==> src/rtl/rv32i_types.sv <==
// Shared rv32i pipeline types, plus the hazard sequencer state and the
// register-usage predicates that the forwarding units also rely on.
package rv32i_types;

  typedef logic [4:0] rv32i_reg;

  typedef enum logic [6:0] {
    op_lui   = 7'b0110111,
    op_auipc = 7'b0010111,
    op_jal   = 7'b1101111,
    op_jalr  = 7'b1100111,
    op_br    = 7'b1100011,
    op_load  = 7'b0000011,
    op_store = 7'b0100011,
    op_imm   = 7'b0010011,
    op_reg   = 7'b0110011,
    op_csr   = 7'b1110011
  } rv32i_opcode;

  typedef struct packed {
    rv32i_opcode opcode;
    logic [2:0]  aluop;
    logic        load_regfile;
    logic        mem_read;
    logic        mem_write;
  } rv32i_control_word;

  typedef enum logic {
    RUN      = 1'b0,
    MEM_WAIT = 1'b1
  } hz_state_t;

  function automatic logic uses_rs1(rv32i_opcode op);
    return !(op inside {op_lui, op_auipc, op_jal});
  endfunction

  function automatic logic uses_rs2(rv32i_opcode op);
    return op inside {op_reg, op_store, op_br};
  endfunction

endpackage

==> src/rtl/sat_counter.sv <==
// Event counter that sticks at all-ones instead of wrapping.
module sat_counter #(
  parameter int W = 32
) (
  input  logic         clk,
  input  logic         rst_n,
  input  logic         inc_i,
  output logic [W-1:0] cnt_o
);

  logic [W-1:0] cnt_q, cnt_d;

  always_comb begin
    cnt_d = cnt_q;
    if (inc_i && (cnt_q != {W{1'b1}})) begin
      cnt_d = cnt_q + {{(W-1){1'b0}}, 1'b1};
    end
  end

  always_ff @(posedge clk or negedge rst_n) begin
    if (!rst_n) begin
      cnt_q <= '0;
    end else begin
      cnt_q <= cnt_d;
    end
  end

  assign cnt_o = cnt_q;

endmodule

==> src/rtl/pipeline_hazard_ctrl.sv <==
// Stall/flush sequencer for the 5-stage rv32i pipeline: freezes on cache
// misses, flushes on taken redirects, and inserts a bubble on load-use.
//
// state    | meaning
// RUN      | normal issue; load-use and redirect rules apply
// MEM_WAIT | pipeline frozen until every requested cache has responded
module pipeline_hazard_ctrl
  import rv32i_types::*;
#(
  parameter int CNT_W = 32
) (
  input  logic              clk,
  input  logic              rst_n,
  input  rv32i_control_word ID_ctrlword,
  input  rv32i_reg          ID_rs1_num,
  input  rv32i_reg          ID_rs2_num,
  input  rv32i_control_word EX_ctrlword,
  input  rv32i_reg          EX_rd_num,
  input  logic              EX_br_taken,
  input  logic              icache_req,
  input  logic              icache_resp,
  input  logic              dcache_req,
  input  logic              dcache_resp,
  output logic              load_pc,
  output logic              load_if_id,
  output logic              load_id_ex,
  output logic              load_ex_mem,
  output logic              load_mem_wb,
  output logic              bubble_id_ex,
  output logic              flush_if_id,
  output logic [CNT_W-1:0]  lu_stall_cnt,
  output logic [CNT_W-1:0]  mem_stall_cnt,
  output logic [CNT_W-1:0]  flush_cnt
);

  hz_state_t state_q, state_d;
  logic      i_done_q, i_done_d;
  logic      d_done_q, d_done_d;
  logic      mem_busy;
  logic      lu;
  logic      lu_inc, mem_inc, flush_inc;
  logic      unused_ctrl;

  // Only the opcode and load_regfile fields matter here.
  assign unused_ctrl = ^{ID_ctrlword, EX_ctrlword};

  assign mem_busy = (icache_req && !(icache_resp || i_done_q)) ||
                    (dcache_req && !(dcache_resp || d_done_q));

  assign lu = (EX_ctrlword.opcode == op_load) && EX_ctrlword.load_regfile &&
              (EX_rd_num != 5'd0) &&
              ((uses_rs1(ID_ctrlword.opcode) && (ID_rs1_num == EX_rd_num)) ||
               (uses_rs2(ID_ctrlword.opcode) && (ID_rs2_num == EX_rd_num)));

  always_ff @(posedge clk or negedge rst_n) begin
    if (!rst_n) begin
      state_q  <= RUN;
      i_done_q <= 1'b0;
      d_done_q <= 1'b0;
    end else begin
      state_q  <= state_d;
      i_done_q <= i_done_d;
      d_done_q <= d_done_d;
    end
  end

  // Flags only latch a response that answers a live request.
  always_comb begin
    state_d  = state_q;
    i_done_d = i_done_q;
    d_done_d = d_done_q;
    case (state_q)
      RUN: begin
        if (mem_busy) begin
          state_d  = MEM_WAIT;
          i_done_d = i_done_q | (icache_req & icache_resp);
          d_done_d = d_done_q | (dcache_req & dcache_resp);
        end
      end
      MEM_WAIT: begin
        if (mem_busy) begin
          i_done_d = i_done_q | (icache_req & icache_resp);
          d_done_d = d_done_q | (dcache_req & dcache_resp);
        end else begin
          state_d  = RUN;
          i_done_d = 1'b0;
          d_done_d = 1'b0;
        end
      end
      default: begin
        state_d  = RUN;
        i_done_d = 1'b0;
        d_done_d = 1'b0;
      end
    endcase
  end

  // The release cycle out of MEM_WAIT still counts as a stall cycle.
  always_comb begin
    load_pc      = 1'b1;
    load_if_id   = 1'b1;
    load_id_ex   = 1'b1;
    load_ex_mem  = 1'b1;
    load_mem_wb  = 1'b1;
    bubble_id_ex = 1'b0;
    flush_if_id  = 1'b0;
    lu_inc       = 1'b0;
    flush_inc    = 1'b0;
    mem_inc      = mem_busy || (state_q == MEM_WAIT);
    if (!rst_n) begin
      load_pc      = 1'b0;
      load_if_id   = 1'b0;
      load_id_ex   = 1'b0;
      load_ex_mem  = 1'b0;
      load_mem_wb  = 1'b0;
      bubble_id_ex = 1'b1;
      flush_if_id  = 1'b1;
      mem_inc      = 1'b0;
    end else if (mem_busy) begin
      load_pc      = 1'b0;
      load_if_id   = 1'b0;
      load_id_ex   = 1'b0;
      load_ex_mem  = 1'b0;
      load_mem_wb  = 1'b0;
    end else if (EX_br_taken) begin
      bubble_id_ex = 1'b1;
      flush_if_id  = 1'b1;
      flush_inc    = 1'b1;
    end else if (lu) begin
      load_pc      = 1'b0;
      load_if_id   = 1'b0;
      bubble_id_ex = 1'b1;
      lu_inc       = 1'b1;
    end
  end

  sat_counter #(.W(CNT_W)) u_lu_cnt (
    .clk   (clk),
    .rst_n (rst_n),
    .inc_i (lu_inc),
    .cnt_o (lu_stall_cnt)
  );

  sat_counter #(.W(CNT_W)) u_mem_cnt (
    .clk   (clk),
    .rst_n (rst_n),
    .inc_i (mem_inc),
    .cnt_o (mem_stall_cnt)
  );

  sat_counter #(.W(CNT_W)) u_flush_cnt (
    .clk   (clk),
    .rst_n (rst_n),
    .inc_i (flush_inc),
    .cnt_o (flush_cnt)
  );

endmodule

==> config.mk <==
export PLATFORM = sky130hd
export DESIGN_NAME = pipeline_hazard_ctrl
export DESIGN_NICKNAME = d
export VERILOG_FILES = /design/src/rtl/rv32i_types.sv /design/src/rtl/sat_counter.sv /design/src/rtl/pipeline_hazard_ctrl.sv
export SDC_FILE = /design/constraint.sdc
export NUM_CORES = 1
export LEC_CHECK = 0
export BUFFER_PORTS_ARGS = -buffer_cell sky130_fd_sc_hd__buf_2
export CAP_MARGIN = 10
export CORE_ASPECT_RATIO = 0.5
export CORE_MARGIN = 2
export CORE_UTILIZATION = 48
export CTS_BUF_LIST = sky130_fd_sc_hd__clkbuf_4
export CTS_CLUSTER_SIZE = 14
export DETAILED_ROUTE_END_ITERATION = 7
export HOLD_SLACK_MARGIN = 0.12
export PLACE_DENSITY_LB_ADDON = 0.25
export SLEW_MARGIN = 15
export SYNTH_ARGS = -nofsm -noshare
export SYNTH_HDL_FRONTEND = slang
export SYNTH_SLANG_ARGS = --single-unit
==> constraint.sdc <==
create_clock -name clk -period 1.9 [get_ports clk]
set_input_delay 0.19 -clock clk [delete_from_list [all_inputs] [get_ports clk]]
set_output_delay 0.19 -clock clk [all_outputs]
set_load 0.01 [all_outputs]
==> run summary <==
R2r startpoint - d_done_q$_DFFE_PN0N_
Max Fclk - 505.0 MHz
Diode count - 0
Synthesized cell area - 5026 sq um
Synth top area cells - dfrtp_1 49%, xor2_1 9.9%, xnor2_1 7.7%
Number of enable flip-flop cells after synthesis - 0
Post-Synth Simple-Gate Area - 26.51%
Die ar. - 11360 sq um
Most frequent cell after synthesis - dfrtp_1
Largest net degree at the start of global routing - 86
CP max FO - 3
GP Congestion - 0.8731
Final WS setup - -80.09 ps
Asr flop ratio synth - 100.0%
Status - finished, violations left
Vias - 4659
# setup viols final - 16
CTS root buf - clkbuf_4
Hpwl dp - 9.169 mm
Top cell type's share of synthesized area - 49.29%
Compound-Gate Fraction of Synth Area - 2.838%
Ys flop type - dfrtp_1
Share of cells above drive strength 1 - 46.59%
Syn_nets - 538
Pre-CTS setup slack - -80.69 ps
Synthesized area per cell - 10.32 sq um
Core area - 10180 sq um
# DRC - 0
RR Endpoint - state_q$_DFF_PN0_
Number of core rows - 26
FF+latch area - 2482 sq um
Final period utilization - 104.2%
Vias in the first global route - 4614
CTS tree - done
Hold path startpoint - icache_resp
Synth unique cells - 45
Mux cell area share after synthesis - 0.4481%
Reg2reg setup slack - -60 ps
Area Growth Syn to Fin - 46.93%
Die W - 148.7 um
Minimum clock period - 1980 ps
Initial antenna violation count - 0
CP Data Arrival Time - 1790 ps
Worst EP required - 1710 ps
Clk_lat worst skew - 450 ps
IO Port Bufs - 139
Adder-cell share of the synthesized area - 0.7468%
#FFs+latches synth - 99
Sink Count - 99
IO Pins - 151
Vias per cell - 5.165
CP endpoint kind - primary output
Failing checks - setup timing
Largest area contributor in the netlist - dfrtp_1
Syn Inst Count - 487
LEAKAGE - 3.874 nW
Hold depth - 4
Die Y-Extent - 76.36 um
CTS clk-pin slew, worst paths - 150 ps
Synth cell count leaders - 99 x dfrtp_1, 57 x xor2_1, 48 x nand2_1
Yosys warns - 0
Initial DRC Count - 221
GR Overflow Total - 0
Hold Crit Class - primary input to flip-flop
Worst-Margin Slew - 777.1 ps
RSZ-0062 raised after global routing - true
Initial Utilization - 49.36%
Final Hold Violating Endpoints - 0
Pwr Density - 599.5 nW/um^2
Max-Cap Viols - 0
CTS Buf Count - 9
Detailed Route WL - 13.50 mm
Slew HR - 48.19%
Footprint of the multi-input gates - 2736 sq um
Fillers - 759
H-tree depth - 3
XOR/XNOR share of the synthesized area - 17.60%
Final Max Slew Viols - 0
DR WL/cell - 14.97 um
Type of origin of the critical path - flip-flop
First-pass GRT wire length - 21.53 mm
R2r worst-path depth - 14
Nets@finish - 808
Kind of critical path - flip-flop to primary output
Overall Global Routing Usage - 23.43%
Hold slack - 199.4 ps
End of the worst hold path - d_done_q$_DFFE_PN0N_
Seq/Total Area, Yosys - 49.29%
Post-DRT Antenna Nets - 0
Final setup skew - 16.00 ps
Largest family of logic cells by synthesized area - simple AND/OR/NAND/NOR gates
Detailed Routing Iterations Pass 1 - 4
VDD IR max - 0.4624 mV
Clock Path Buffers - 2
cells in the final DEF (no fill, tap or decap), types with 6 or more instances in the layout:
cell      count
and3_1       10
and4_1        8
buf_2       135
buf_4       113
buf_6        17
clkbuf_4      9
dfrtp_1      95
inv_1         9
nand2_1      44
nand3_1      25
nand3_2       6
nand4_1      34
nor2_1       29
nor2_4        6
nor3_1       16
nor4_2        8
xnor2_1      43
xor2_1       57
repair_timing:
action / CTS / global route
pin swaps: 8 / 25
hold endpoints to repair: 84 / 0
endpoints found under the setup margin: 20 / 80
buffers inserted: 11 / 23
resized for setup: 27 / 61
cloned: 0 / 0
hold buffers: 4 / 0
state kept, by name, summed over array words and instances (netlist names):
signal             flops
state_q                1
d_done_q               1
u_flush_cnt.cnt_o     32
u_lu_cnt.cnt_o        32
u_mem_cnt.cnt_o       32
i_done_q               1
layer usage:
layer	vias to the layer above	part of all wire, %	GRT usage (%)
li1	2255	-	-
met3	21	4.3	5.629
met1	2263	43	28.83
met4	0	1.7	5.429
met2	120	51	41.90
met5	-	0	0
how the worst max path moves through the flow:
stage	from	end	slack (ps)	cells past startpoint
floorplan	u_lu_cnt.cnt_o[15]$_DFFE_PN0P_	u_lu_cnt.cnt_o[15]$_DFFE_PN0P_	4	7
global placement	EX_ctrlword[9]	u_lu_cnt.cnt_o[31]$_DFFE_PN0P_	-50	8
detailed placement	EX_ctrlword[9]	u_lu_cnt.cnt_o[16]$_DFFE_PN0P_	-80	8
CTS	d_done_q$_DFFE_PN0N_	bubble_id_ex	-70	8
global route	d_done_q$_DFFE_PN0N_	bubble_id_ex	-190	8
finish	d_done_q$_DFFE_PN0N_	load_pc	-80	6
where the power goes:
group	internal [mW]	total [mW]	switching [mW]
clock network	0.399	1.11	0.711
registers	2.23	2.33	0.0904
logic	0.501	0.992	0.491
worst max-delay path, cell delays in order (launching register included):
cell	delay, ps
dfrtp_1	420
or3b_4	400
buf_6	130
nand3_2	90
buf_6	110
a21oi_1	40
buf_2	150
cells by family after synthesis:
kind of cell / Yosys count
flops: 99
fa+ha+maj: 3
simple gates: 236
mux: 2
compound gates: 22
buf+inv: 24
xor+xnor: 101
through the flow:
step	TNS [ps]	util [%]	std cells	area, sq um	total power, mW
3_3_place_gp	-189.2	64.79	850	6598	3.180
5_1_grt	-3629	72.52	902	7385	4.676
2_1_floorplan	0	-	487	5049	2.725
6_report	-664.0	72.52	902	7385	4.427
3_5_place_dp	-473.2	64.79	850	6598	3.214
4_1_cts	-346.2	68.24	880	6948	4.400
layout make-up:
class,count,share of cell area (%)
well taps,140,2.372
repair buffers,272,24.58
flip-flops and latches,99,33.62
inverters,11,0.5591
clock buffers,9,0.9149
multi-input cells,364,37.06
clock inverters,7,0.8980
Power figures use the tool's default switching activity.
